--- config.mk ---
export PLATFORM = sky130hd
export DESIGN_NAME = adc_conv_ctrl
export DESIGN_NICKNAME = d
export VERILOG_FILES = /design/src/rtl/adc_conv_ctrl_pkg.sv /design/src/rtl/adc_conv_ctrl_strb_gen.sv /design/src/rtl/adc_conv_ctrl.sv
export SDC_FILE = /design/constraint.sdc
export NUM_CORES = 1
export LEC_CHECK = 0
export CORE_MARGIN = 3
export CORE_UTILIZATION = 35
export CTS_CLUSTER_SIZE = 40
export DETAILED_ROUTE_END_ITERATION = 16
export GPL_TIMING_DRIVEN = 1
export PLACE_DENSITY = 0.73
export SLEW_MARGIN = 15
export SYNTH_ARGS = -nofsm -noshare
export SYNTH_HDL_FRONTEND = slang
export SYNTH_SLANG_ARGS = --single-unit
--- constraint.sdc ---
create_clock -name clk -period 2 [get_ports clk]
set_input_delay 0.4 -clock clk [delete_from_list [all_inputs] [get_ports clk]]
set_output_delay 0.4 -clock clk [all_outputs]
set_load 0.01 [all_outputs]
--- src/rtl/adc_conv_ctrl_pkg.sv ---
// Shared definitions for the single-slope ADC conversion sequencer:
// default parameter values and the FSM state encodings.
package adc_conv_ctrl_pkg;

    localparam int unsigned CNT_W_DEF       = 6;
    localparam int unsigned STRB_DIV_DEF    = 4;
    localparam int unsigned SYNC_STAGES_DEF = 2;

    // FSM state encodings, kept as plain constants for compatibility with legacy users
    localparam int unsigned ST_W        = 3;
    localparam logic [2:0]  ST_IDLE     = 3'd0;
    localparam logic [2:0]  ST_CLEAR    = 3'd1;
    localparam logic [2:0]  ST_RAMP     = 3'd2;
    localparam logic [2:0]  ST_CAPT     = 3'd3;
    localparam logic [2:0]  ST_WAIT_ACK = 3'd4;

endpackage

--- src/rtl/adc_conv_ctrl_strb_gen.sv ---
// Free-running strobe generator for the counter stage.
// Ports:
//   clk    system clock
//   rst_l  asynchronous active-low reset
//   strb   registered one-clk pulse, once every STRB_DIV clks
module adc_conv_ctrl_strb_gen
#(
    parameter int unsigned STRB_DIV = 4
) (
    input  logic clk,
    input  logic rst_l,
    output logic strb
);

    localparam int unsigned        DIV_W    = $clog2(STRB_DIV);
    localparam logic [DIV_W-1:0]   DIV_LAST = DIV_W'(STRB_DIV - 1);

    logic [DIV_W-1:0] div_q;
    logic             div_wrap;

    assign div_wrap = (div_q == DIV_LAST);

    // Divider runs in every state, including IDLE; strb marks the wrap
    always_ff @(posedge clk or negedge rst_l) begin
        if (!rst_l) begin
            div_q <= '0;
            strb  <= 1'b0;
        end else begin
            div_q <= div_wrap ? '0 : div_q + DIV_W'(1);
            strb  <= div_wrap;
        end
    end

endmodule

--- src/rtl/adc_conv_ctrl.sv ---
// Conversion sequencer for the single-slope ADC. Drives the strobed counter
// stage (strb/cnt_rst/cnt_en), controls ramp discharge, synchronises the
// comparator and presents the captured count through a valid/ready port.
// Ports:
//   clk, rst_l          clock, asynchronous active-low reset
//   start               one-cycle request, honoured only in IDLE
//   cmp                 async comparator, 1 = ramp still below Vin
//   cnt                 current counter stage value
//   strb                counter update strobe (registered)
//   cnt_rst, cnt_en     counter clear / increment, qualified by strb (decoded)
//   ramp_rst            1 = hold ramp discharged (decoded)
//   busy                1 whenever not IDLE (decoded)
//   res_data, res_ovf   captured result and saturation flag (registered)
//   res_valid/res_ready result handshake
module adc_conv_ctrl
    import adc_conv_ctrl_pkg::*;
#(
    parameter int unsigned CNT_W       = CNT_W_DEF,
    parameter int unsigned STRB_DIV    = STRB_DIV_DEF,
    parameter int unsigned SYNC_STAGES = SYNC_STAGES_DEF
) (
    input  logic             clk,
    input  logic             rst_l,
    input  logic             start,
    input  logic             cmp,
    input  logic [CNT_W-1:0] cnt,
    output logic             strb,
    output logic             cnt_rst,
    output logic             cnt_en,
    output logic             ramp_rst,
    output logic             busy,
    output logic [CNT_W-1:0] res_data,
    output logic             res_valid,
    input  logic             res_ready,
    output logic             res_ovf
);

    localparam logic [CNT_W-1:0] CNT_MAX = {CNT_W{1'b1}};

    logic [SYNC_STAGES-1:0] sync_q;
    logic                   cmp_s;
    logic [ST_W-1:0]        state_q;
    logic [ST_W-1:0]        state_nxt;
    logic                   ovf_q;
    logic                   cnt_at_max;
    logic                   ramp_done;

    adc_conv_ctrl_strb_gen #(
        .STRB_DIV (STRB_DIV)
    ) u_strb_gen (
        .clk   (clk),
        .rst_l (rst_l),
        .strb  (strb)
    );

    // Comparator synchroniser
    always_ff @(posedge clk or negedge rst_l) begin
        if (!rst_l) begin
            sync_q <= '0;
        end else begin
            sync_q <= {sync_q[SYNC_STAGES-2:0], cmp};
        end
    end

    assign cmp_s      = sync_q[SYNC_STAGES-1];
    assign cnt_at_max = (cnt == CNT_MAX);
    // Ramp ends at a strobe once the comparator tripped or the counter saturated
    assign ramp_done  = strb & (~cmp_s | cnt_at_max);

    // State register
    always_ff @(posedge clk or negedge rst_l) begin
        if (!rst_l) begin
            state_q <= ST_IDLE;
        end else begin
            state_q <= state_nxt;
        end
    end

    // Next-state logic
    always_comb begin
        state_nxt = state_q;
        case (state_q)
            ST_IDLE:     if (start)                  state_nxt = ST_CLEAR;
            ST_CLEAR:    if (strb)                   state_nxt = ST_RAMP;
            ST_RAMP:     if (ramp_done)              state_nxt = ST_CAPT;
            ST_CAPT:                                 state_nxt = ST_WAIT_ACK;
            ST_WAIT_ACK: if (res_valid && res_ready) state_nxt = ST_IDLE;
            default:                                 state_nxt = ST_IDLE;
        endcase
    end

    // Control decodes; counter enable is forced low at MAX so it never wraps
    always_comb begin
        cnt_rst  = 1'b0;
        cnt_en   = 1'b0;
        ramp_rst = 1'b1;
        busy     = (state_q != ST_IDLE);
        case (state_q)
            ST_CLEAR: cnt_rst = 1'b1;
            ST_RAMP: begin
                ramp_rst = 1'b0;
                cnt_en   = cmp_s & ~cnt_at_max;
            end
            default: ;
        endcase
    end

    // Overflow flag and result register; cnt is frozen by the time of CAPT
    always_ff @(posedge clk or negedge rst_l) begin
        if (!rst_l) begin
            ovf_q     <= 1'b0;
            res_data  <= '0;
            res_valid <= 1'b0;
            res_ovf   <= 1'b0;
        end else begin
            if (state_q == ST_RAMP && ramp_done) begin
                ovf_q <= cmp_s & cnt_at_max;
            end
            if (state_q == ST_CAPT) begin
                res_data  <= cnt;
                res_ovf   <= ovf_q;
                res_valid <= 1'b1;
            end else if (state_q == ST_WAIT_ACK && res_valid && res_ready) begin
                res_valid <= 1'b0;
            end
        end
    end

endmodule

==> out/results.txt, run 1 <==
Status = complete, no violations
Final nets = 97
Clock Latency Late Sink = 0.28 ns
Final Non-Filler Cells = 109
Period utilization = 94.1%
Pin count of the biggest net entering global routing = 18
GRT overflow = 0
Sequential fraction of the synthesis area = 60.0%
Count of different cell masters after synthesis = 23
Min Tclk post-route = 1.88 ns
Post-Syn Area = 709 sq um
Final antenna-violating net count = 0
Worst Setup Start Kind = flip-flop
Clk slew on worst S/H paths = 0.09 ns
Yosys top cell by area = dfrtp_1
WL per Instance = 12.5 um
Die Area = 2600 sq um
Routed WL = 1370 um
Hold buffers post-CTS = 0
Hold Path Class = flip-flop to flip-flop
CP Launch Point = state_q[0]$_DFFE_PN0P_
Final Setup Violations = 0
Most common library cells after synthesis = 17 x dfrtp_1, 7 x mux2_2, 5 x nor2_1
Cells after Synth = 55
Area growth from synthesis to layout = 42.2%
Top_reg_cell synth = dfrtp_1
RSZ-0062 raised after global routing = no
Drt pass-1 iters = 3
Crit path largest cell delay = 0.40 ns
# DRC = 0
Peak supply drop = 0.786 mV
Die width = 51.0 um
Most frequent cell after synthesis = dfrtp_1
Syn_nets = 67
Critical path class = flip-flop to primary output
IO Pins = 24
Pre-CTS setup slack = -0.296 ns
Slew margin rel. = 76.4%
DR vias = 513
Drt via density = 4.71
Pleak = 0.446 nW
Final hold violations = 0
Post-synth EDFFs = 0
Share of layout cells above drive strength 1 = 21.4%
CTS H-tree lvls = 1
Worst-Margin Slew = 0.349 ns
Initial Util = 39.0%
DRT iter0 DRCs = 5
Antenna violations before repair = 0
Final Wtd Congestion = 0.767
HPWL Detailed = 1060 um
Ant. Diodes = 0
Post-Syn Area per Cell = 12.9 sq um
PwrDens = 1360 nW/um^2
Fmax = 531 MHz
Vias in the first global route = 551
Port Buf Inserts = 23
Cells after DPL = 105
Worst setup EP type = primary output
Final WS setup = 0.118 ns
Clk_skew = 0.00545 ns
Synthesized flop and latch total = 17
R2r setup slk = 0.68 ns
CTS tree = done
Core area = 1820 sq um
Top cell type's share of synthesized area = 60.0%
WP data required = 1.60 ns
Asr flop ratio synth = 100%
Worst-path fanout max = 9
Post-route total power = 0.00137 W
Clock Sinks = 17
Fill count = 166
Clock buffer count from CTS = 3
Root Driver = clkbuf_4
Max_cap viols = 0
CTS max path bufs = 2
CP Data Arrival Time = 1.48 ns
Synth area leaders = dfrtp_1 60%, mux2_2 11%, a211oi_4 2.8%
Crit Reg-Reg Startpoint = state_q[1]$_DFFE_PN0P_
YS warnings = 0
Wire length of the first global-routing pass = 2460 um
Worst Min Path Start = sync_q[0]$_DFF_PN0_
Pins Over Slew Limit = 0
Overall die height = 51.0 um
GRT Total Usage = 12.5%
FP Rows = 15
Slowest-stage cell, CP = dfrtp_1
Critical-path cell list = buf_4 > or3_1 > dlygate4sd2_1
cell type report:
cell class	instances	area (sq um)	share of cell area [%]
multi-input combinational	35	270	26.8
sequential	17	425	42.2
timing repair buffer	27	251	24.9
clock buffer	4	26.3	2.61
inverter	1	3.75	0.372
tap	25	31.3	3.10
final timing paths:
check,endpoint,cells after the start
min in group asynchronous,res_data[3]$_DFFE_PN0P_,2
max in group asynchronous,state_q[1]$_DFFE_PN0P_,2
min,sync_q[1]$_DFF_PN0_,0
min reg2reg,sync_q[1]$_DFF_PN0_,0
max reg2reg,res_data[0]$_DFFE_PN0P_,4
max,busy,3
worst max-delay path, delay by kind of cell (launching register included):
| kind | cells | cell delay (ns) |
|---|---|---|
| DFF | 1 | 0.40 |
| and+or+nand+nor | 1 | 0.35 |
| buffers and inverters | 2 | 0.46 |
cell families (layout without fill, tap and decap cells):
kind of cell,count (synthesis),count (layout),synth area share (%)
muxes,7,7,11.1
buffers and inverters,3,32,1.94
adders and majority gates,1,1,1.76
DFF,17,17,60.0
and+or+nand+nor,19,19,16.4
AOI/OAI and AO/OA,8,8,8.82
power by group:
group	switching [W]	total (W)	leakage, nW	internal, W
Clock	0.0000984	0.000176	0.0150	0.0000773
Combinational	0.000301	0.000694	0.219	0.000392
Sequential	0.0000541	0.000504	0.211	0.000450
metal layers:
metal	part of all wire (%)	routed length, um	GRT usage (%)
met4	0.59	8	5.38
met5	0	0	0
met1	43	588	14.7
met2	50	685	21.0
met3	6.2	85	3.79
flip-flops by register name, indices dropped and copies added, names as in the netlist:
name / cells
u_strb_gen.div_q: 2
state_q: 3
u_strb_gen.strb: 1
res_valid: 1
sync_q: 2
res_data: 6
res_ovf: 1
ovf_q: 1
cells in the final DEF, fill, tap and decap left out, types with 2 or more instances in the layout:
cell type / instances
clkdlybuf4s50_1: 19
dfrtp_1: 17
mux2_2: 7
nor2_1: 5
buf_4: 4
a21oi_1: 3
clkbuf_4: 3
dlygate4sd2_1: 3
or3_1: 2
nand2_1: 2
nand3b_1: 2
timing repair:
action                     CTS  global route
setup endpoints to repair    4             1
gates resized for setup      6             1
buffers inserted             0             0
per-stage QoR:
stage | hold WS, ns | util (%) | TNS, ns | cell area (sq um)
final | 0.358 | 55.4 | 0 | 1010
after global routing | 0.371 | 55.4 | 0 | 1010
after CTS | 0.362 | 55.7 | 0 | 1010
after detailed placement | 0.339 | 54.4 | -0.296 | 991
after global placement | 0.335 | 54.4 | -0.288 | 991
after floorplan | 0.104 | - | 0 | 709
Power figures use the tool's default switching activity.
==> run 2: changes to the inputs <==
ABC_AREA = 0   (was not set)
==> results of run 2 <==
Final layout, timing and power as in run 1 (identical DEF).
==> run 3: changes to the inputs <==
CTS_BUF_LIST = sky130_fd_sc_hd__clkbuf_4 sky130_fd_sc_hd__clkbuf_8   (was not set)
==> run 3 against run 2 <==
Against the previous run: clock power up 6%; critical path type unchanged; largest cell class unchanged; utilization rose by 0.21 points; worst setup slack hardly changed.
==> out/results.txt, run 3 (same netlist as run 1, synthesis figures left out) <==
Status = complete, no violations
CP Data Arrival Time = 1.48 ns
HPWL Detailed = 1060 um
Crit path largest cell delay = 0.40 ns
Clock Sinks = 17
Worst Setup Start Kind = flip-flop
Pins Over Slew Limit = 0
WL per Instance = 12.5 um
Pin count of the biggest net entering global routing = 18
Port Buf Inserts = 23
WP data required = 1.60 ns
Vias in the first global route = 549
Fill count = 165
Most frequent cells in the layout = 19 x clkdlybuf4s50_1, 17 x dfrtp_1, 7 x mux2_2
RSZ-0062 raised after global routing = no
Antenna violations before repair = 0
Clock buffer count from CTS = 3
Ant. Diodes = 0
# DRC = 0
WHS = 0.358 ns
Peak supply drop = 0.856 mV
CTS tree = done
Die width = 51.0 um
Routed WL = 1360 um
Final antenna-violating net count = 0
Final Cell Area = 1010 sq um
Root Driver = clkbuf_4
GRT overflow = 0
Initial Util = 39.0%
IO Pins = 24
Register bank with the most flops = res_data
FP Rows = 15
Final Setup Violations = 0
CTS max path bufs = 2
Worst setup EP type = primary output
Overall die height = 51.0 um
Worst-path fanout max = 9
CTS H-tree lvls = 1
Hold Path Class = flip-flop to flip-flop
Min Tclk post-route = 1.88 ns
PwrDens = 1370 nW/um^2
Commonest non-fill, non-tap cell in the layout = clkdlybuf4s50_1
Drt pass-1 iters = 3
Flip-flop count of the largest register after layout = 6
Max_cap viols = 0
Period utilization = 94.1%
Worst-Margin Slew = 0.348 ns
Slew margin rel. = 76.5%
Drt via density = 4.69
Wire length of the first global-routing pass = 2450 um
Hold buffers post-CTS = 0
Clk slew on worst S/H paths = 0.09 ns
Critical-path cell list = buf_4 > or3_1 > dlygate4sd2_1
Clock Latency Late Sink = 0.27 ns
Cell Area, Placed = 991 sq um
Area growth from synthesis to layout = 42.7%
Die Area = 2600 sq um
GRT Total Usage = 12.5%
Fmax = 531 MHz
Top Registers = res_data: 6 flops, state_q: 3 flops
Final hold violations = 0
Core area = 1820 sq um
Critical path class = flip-flop to primary output
Pleak = 0.449 nW
Final nets = 97
Fin util = 55.6%
DR vias = 511
Slowest-stage cell, CP = dfrtp_1
Clk_skew = 0.000990 ns
DRT iter0 DRCs = 5
Share of layout cells above drive strength 1 = 22.6%
Final Wtd Congestion = 0.767
run 3: routing by layer:
metal  part of all wire [%]  up-vias  GRT usage [%]
met5                      0        -              0
met4                   0.59        0           5.38
met3                    6.2        2           3.79
met2                     50       14           21.0
met1                     43      242           14.5
li1                       -      253              -
run 3: final timing paths:
kind	cells after the start	end	slack (ns)	startpoint
min in group asynchronous	2	res_data[3]$_DFFE_PN0P_	0.43	rst_l
max reg2reg	4	res_data[2]$_DFFE_PN0P_	0.67	state_q[1]$_DFFE_PN0P_
max	3	busy	0.12	state_q[0]$_DFFE_PN0P_
max in group asynchronous	2	state_q[1]$_DFFE_PN0P_	1.39	rst_l
min reg2reg	0	sync_q[1]$_DFF_PN0_	0.36	sync_q[0]$_DFF_PN0_
min	0	sync_q[1]$_DFF_PN0_	0.36	sync_q[0]$_DFF_PN0_
run 3: cell type report:
type | count | area (sq um) | share of cell area, %
inverter | 1 | 3.75 | 0.371
tap | 25 | 31.3 | 3.09
sequential | 17 | 425 | 42.0
clock buffer | 4 | 30.0 | 2.97
multi-input combinational | 35 | 270 | 26.7
timing repair buffer | 27 | 251 | 24.8
run 3: through the flow:
step / cells / setup TNS [ns] / total power (W) / setup WS, ns
2_1_floorplan: 55 / 0 / 0.000890 / 0.455
3_3_place_gp: 105 / -0.288 / 0.00123 / -0.288
3_5_place_dp: 105 / -0.296 / 0.00125 / -0.296
4_1_cts: 109 / 0 / 0.00141 / 0.0210
5_1_grt: 109 / 0 / 0.00149 / 0.0234
6_report: 109 / 0 / 0.00138 / 0.118
run 3: repair_timing:
action,4_1_cts,5_1_grt
pin swaps,0,0
gates resized for setup,6,1
buffers inserted,0,0
endpoints found under the setup margin,4,1
run 3: where the power goes:
part | leakage [nW] | internal, W | switching [W]
Sequential | 0.211 | 0.000450 | 0.0000539
Clock | 0.0184 | 0.0000908 | 0.0000950
Combinational | 0.219 | 0.000392 | 0.000301
run 3: critical path: cells and delay by family (launching register included):
| kind | cells | cell delay (ns) |
|---|---|---|
| simple gates | 1 | 0.35 |
| flops | 1 | 0.40 |
| buf+inv | 2 | 0.46 |
